### src/rtl/modport_stream.sv
// Byte-stream pass-through tap with an address-indexed register bank and transfer counter.
// Optional byte checksum output `sum` is built only when STREAM_SUM_EN is defined.
module modport_stream #(
    parameter int unsigned DATA_W   = 8,
    parameter int unsigned NUM_REGS = 4,
    parameter int unsigned CNT_W    = 16
) (
    input  logic              clk,
    input  logic              reset_n,
    input  logic              in_valid,
    output logic              in_ready,
    input  logic [DATA_W-1:0] in_data,
    input  logic [31:0]       addr,
    input  logic              out_ready,
    output logic [DATA_W-1:0] out_data_comb,
    output logic [DATA_W-1:0] out_data_registered,
    output logic              xfer,
    output logic [DATA_W-1:0] rd_data,
    output logic              addr_err,
    output logic [CNT_W-1:0]  xfer_count
`ifdef STREAM_SUM_EN
    ,
    output logic [CNT_W-1:0]  sum
`endif
);

    localparam int unsigned IDX_W = $clog2(NUM_REGS);

    logic [DATA_W-1:0] regs_q [NUM_REGS];
    logic [DATA_W-1:0] data_q;
    logic              err_q, err_d;
    logic [CNT_W-1:0]  cnt_q, cnt_d;
    logic [IDX_W-1:0]  idx;
    logic              in_range;
    logic              wr_en;

    // Handshake is a pure pass-through; no state is held for it.
    assign in_ready      = out_ready;
    assign xfer          = in_valid & out_ready;
    assign out_data_comb = in_data;

    assign idx      = addr[IDX_W-1:0];
    assign in_range = (addr[31:IDX_W] == '0);
    assign wr_en    = xfer & in_range;

    assign rd_data             = in_range ? regs_q[idx] : '0;
    assign out_data_registered = data_q;
    assign addr_err            = err_q;
    assign xfer_count          = cnt_q;

    always_comb begin
        err_d = err_q;
        cnt_d = cnt_q;
        if (xfer) begin
            cnt_d = cnt_q + CNT_W'(1);
            if (!in_range) begin
                err_d = 1'b1;
            end
        end
    end

    always_ff @(posedge clk or negedge reset_n) begin
        if (!reset_n) begin
            data_q <= '0;
            err_q  <= 1'b0;
            cnt_q  <= '0;
        end else begin
            data_q <= in_data;
            err_q  <= err_d;
            cnt_q  <= cnt_d;
        end
    end

    // Bank write: read-during-write returns the old value until the edge.
    always_ff @(posedge clk or negedge reset_n) begin
        if (!reset_n) begin
            for (int i = 0; i < int'(NUM_REGS); i++) begin
                regs_q[i] <= '0;
            end
        end else if (wr_en) begin
            regs_q[idx] <= in_data;
        end
    end

`ifdef STREAM_SUM_EN
    logic [CNT_W-1:0] sum_q, sum_d;

    always_comb begin
        sum_d = sum_q;
        if (xfer) begin
            sum_d = sum_q + CNT_W'(in_data);
        end
    end

    always_ff @(posedge clk or negedge reset_n) begin
        if (!reset_n) begin
            sum_q <= '0;
        end else begin
            sum_q <= sum_d;
        end
    end

    assign sum = sum_q;
`endif

endmodule

### config.mk
export PLATFORM = sky130hd
export DESIGN_NAME = modport_stream
export DESIGN_NICKNAME = d
export VERILOG_FILES = /design/src/rtl/modport_stream.sv
export SDC_FILE = /design/constraint.sdc
export NUM_CORES = 1
export LEC_CHECK = 0
export BUFFER_PORTS_ARGS = -buffer_cell sky130_fd_sc_hd__buf_4
export CAP_MARGIN = 10
export CORE_AREA = 2 2 75 77
export CTS_CLUSTER_DIAMETER = 100
export DETAILED_ROUTE_END_ITERATION = 6
export DIE_AREA = 0 0 77 79
export GPL_TIMING_DRIVEN = 0
export PLACE_DENSITY = 0.78
export SETUP_SLACK_MARGIN = 0.3
export SYNTH_ARGS = -nofsm -noshare
export SYNTH_HDL_FRONTEND = slang
export SYNTH_SLANG_ARGS = --single-unit
### constraint.sdc
create_clock -name clk -period 1.85 [get_ports clk]
set_clock_uncertainty 0.05 [all_clocks]
set_input_delay 0.0925 -clock clk [delete_from_list [all_inputs] [get_ports clk]]
set_output_delay 0.0925 -clock clk [all_outputs]
set_load 0.005 [all_outputs]
==> out/qor.yml <==
power_and_ir_drop:
  leakage_nw: 2.04
  switching_share_pct: 26.6
  p_clk_share_pct: 32.3
  seqPwrFrac_pct: 46.4
  p_total_mw: 3.00
  p_int_mw: 2.20
  power_frac_comb_pct: 21.4
  irDropWorstVdd_uv: 806
  switchingPower_mw: 0.798
  p_per_area_nw_per_um2: 733
placed_design:
  dpl.hpwl_um: 4000
  pre_cts_slack_ns: -0.253
  gp_congestion: 0.751
  port_buffers: 86
sta:
  final-setup-viol-count: 0
  finalHoldViolations: 0
  hold_ws_ns: 0.278
  rsz0062_at_grt: "yes"
  fin_ws_ns: 0.252
  period_needed_ns: 1.60
  max_slew_margin_pct: 52.3
  fin_crit_sh_pct: 86.4
  fmaxAchievable_ghz: 0.626
  final_max_slew_viol_count: 0
  worstMarginPinSlew_ns: 0.716
global_routing:
  grt_pass1_wl_um: 10200
  grt_max_degree: 58
  grtUsageTotal_pct: 22.0
  antenna_found_initial: 0
  grt_pass1_vias: 2071
  overflow: 0
synth:
  ys_ff_latch: 57
  synth_compound_area_share_pct: 0.292
  synth_top_family_by_area: "multiplexers"
  synthesis.nets: 228
  synth_area_leaders: "dfrtp_1 (55%), mux2_2 (13%), mux4_2 (7.0%)"
  synth_common_cells: "dfrtp_1 (57), mux2_2 (29), nand2_1 (10)"
  ys.flop_type: "dfrtp_1"
  synth_cells: 183
  yosysTopAreaCell: "dfrtp_1"
  ys_warn_count: 0
  ys_seq_area_share_pct: 55.4
  muxShareOfSynthArea_pct: 21.0
  synthDistinctLibCells: 26
  avgSynthCellArea_um2: 14.1
  synth_adder_area_share_pct: 0.486
  synthArstFlopShare_pct: 100
  synth.top_cell.area_share_pct: 55.4
  synthSimpleGateAreaFrac_pct: 14.4
  post-synth-top-count-cell: "dfrtp_1"
  synth_edf_count: 0
  syn-cell-area_um2: 2570
  synth_xor_area_share_pct: 5.10
critical_path:
  critPathKind: "reg2out"
  worst-path-max-fanout: 2
  crit_required_ns: 1.71
  startpoint_type: "flip-flop"
  crit_arrival_ns: 1.46
  end_kind: "primary output"
layout:
  final_util_pct: 76.7
  drive_above_1_share_pct: 63.8
  fillers: 337
  fin_nets: 359
  multi_input_area_um2: 1340
  seq_area_um2: 1430
  area_delta_synth_final_pct: 59.1
  num_antenna_cells: 0
drt:
  viasPerCell: 4.97
  antenna_left: 0
  wirelength_um: 6520
  drt_iter0_markers: 87
  post_drt_wl_per_cell_um: 16.7
  drt_pass1_iterations: 4
  vias: 1940
  remaining_drc_errors: 0
clock_tree:
  cts_root_buf: "clkbuf_8"
  clk_latency_ns: 0.33
  clk_pin_slew_ns: 0.06
  numCtsBuffers: 9
  htreeDepth: 3
  clock_path_buffers: 2
  cts_tree: "built"
  cts_sinks: 57
die:
  die_h_um: 79
  dieWidth_um: 77
  core_um2: 5340
  num_rows: 27
  dieArea_um2: 6080
  start_util_pct: 48.2
  ioPinCount: 87
status:
  status: "finished, final reports clean"
job:
  drv_cap: 0
worst_hold_path:
  hold_path_class: "in2reg"
## path summary, 6_finish.rpt
check / startpoint / to / slack (ns) / cells past startpoint
worst min register to register: addr_err / addr_err / 0.41 / 1
max in group asynchronous: reset_n / regs_q[24] / 0.96 / 2
worst max register to register: xfer_count[0] / xfer_count[13] / 0.27 / 4
worst max-delay path: regs_q[6] / rd_data[6] / 0.25 / 3
worst min-delay path: in_valid / xfer_count[12] / 0.28 / 5
min in group asynchronous: reset_n / xfer_count[4] / 0.31 / 2
## area by class of cell
type,instances,area share [%]
Multi-Input combinational cell,112,32.7
Sequential cell,57,34.8
Tap cell,72,2.20
Timing Repair Buffer,120,23.7
Inverter,2,0.183
Buffer,12,2.47
Clock buffer,11,3.45
Clock inverter,4,0.489
## logic make-up (layout without fill, tap and decap cells)
family,after synthesis,after routing
flops,57,57
simple gates,55,55
fa+ha+maj,1,1
buf+inv,14,149
xor+xnor,15,15
compound gates,1,1
mux,40,40
## power groups by stage
| stage | combinational, mW | sequential (mW) | clock [mW] |
|---|---|---|---|
| finish | 0.641 | 1.39 | 0.968 |
| global route | 0.695 | 1.40 | 1.03 |
| CTS | 0.586 | 1.38 | 0.989 |
| detailed placement | 0.419 | 1.43 | 0 |
| global placement | 0.411 | 1.43 | 0 |
| floorplan | 0.137 | 1.42 | 0 |
## through the flow
step / area (um2) / std cells / TNS, ns
after CTS: 3960 / 382 / 0
final: 4100 / 390 / 0
after global routing: 4100 / 390 / 0
after detailed placement: 3440 / 341 / -7.85
after global placement: 3440 / 341 / -8.58
after floorplan: 2710 / 183 / 0
## timing repair
action                     in CTS  in global routing
buffers inserted               17                  8
hold endpoints to repair       96                  0
hold buffers                    9                  0
setup endpoints to repair      48                 33
pin swaps                       9                 12
resized for setup              20                 18
## registers in the layout (all words and copies together), names as in the netlist
signal,flops
xfer_count,16
addr_err,1
regs_q,32
out_data_registered,8
## layout by cell type (no fill, tap or decap), types with 3 or more instances in the layout
master and n:
nor2b_1 3, nand4_1 4, mux2_1 3, nand2_1 10
mux4_2 8, xor2_1 8, nor2b_4 5, nor4_4 11
buf_6 6, mux2_4 10, mux2_2 19, xnor2_1 7
dlygate4sd3_1 9, clkbuf_8 10, clkinv_2 4, dfrtp_1 57
nor2_1 4, buf_4 112
## critical path, cell delays in order, from the launching register on
cell and delay (ns):
dfrtp_1 0.39, mux4_2 0.47, nor2b_1 0.14, buf_4 0.13
## layer usage
metal	GRT usage, %	up-vias	wire length, um
li1	-	910	-
met1	26.7	979	2660
met2	38.2	43	3530
met3	6.14	8	252
met4	7.32	0	81
met5	0	-	0
(Power assumes the default switching activity.)
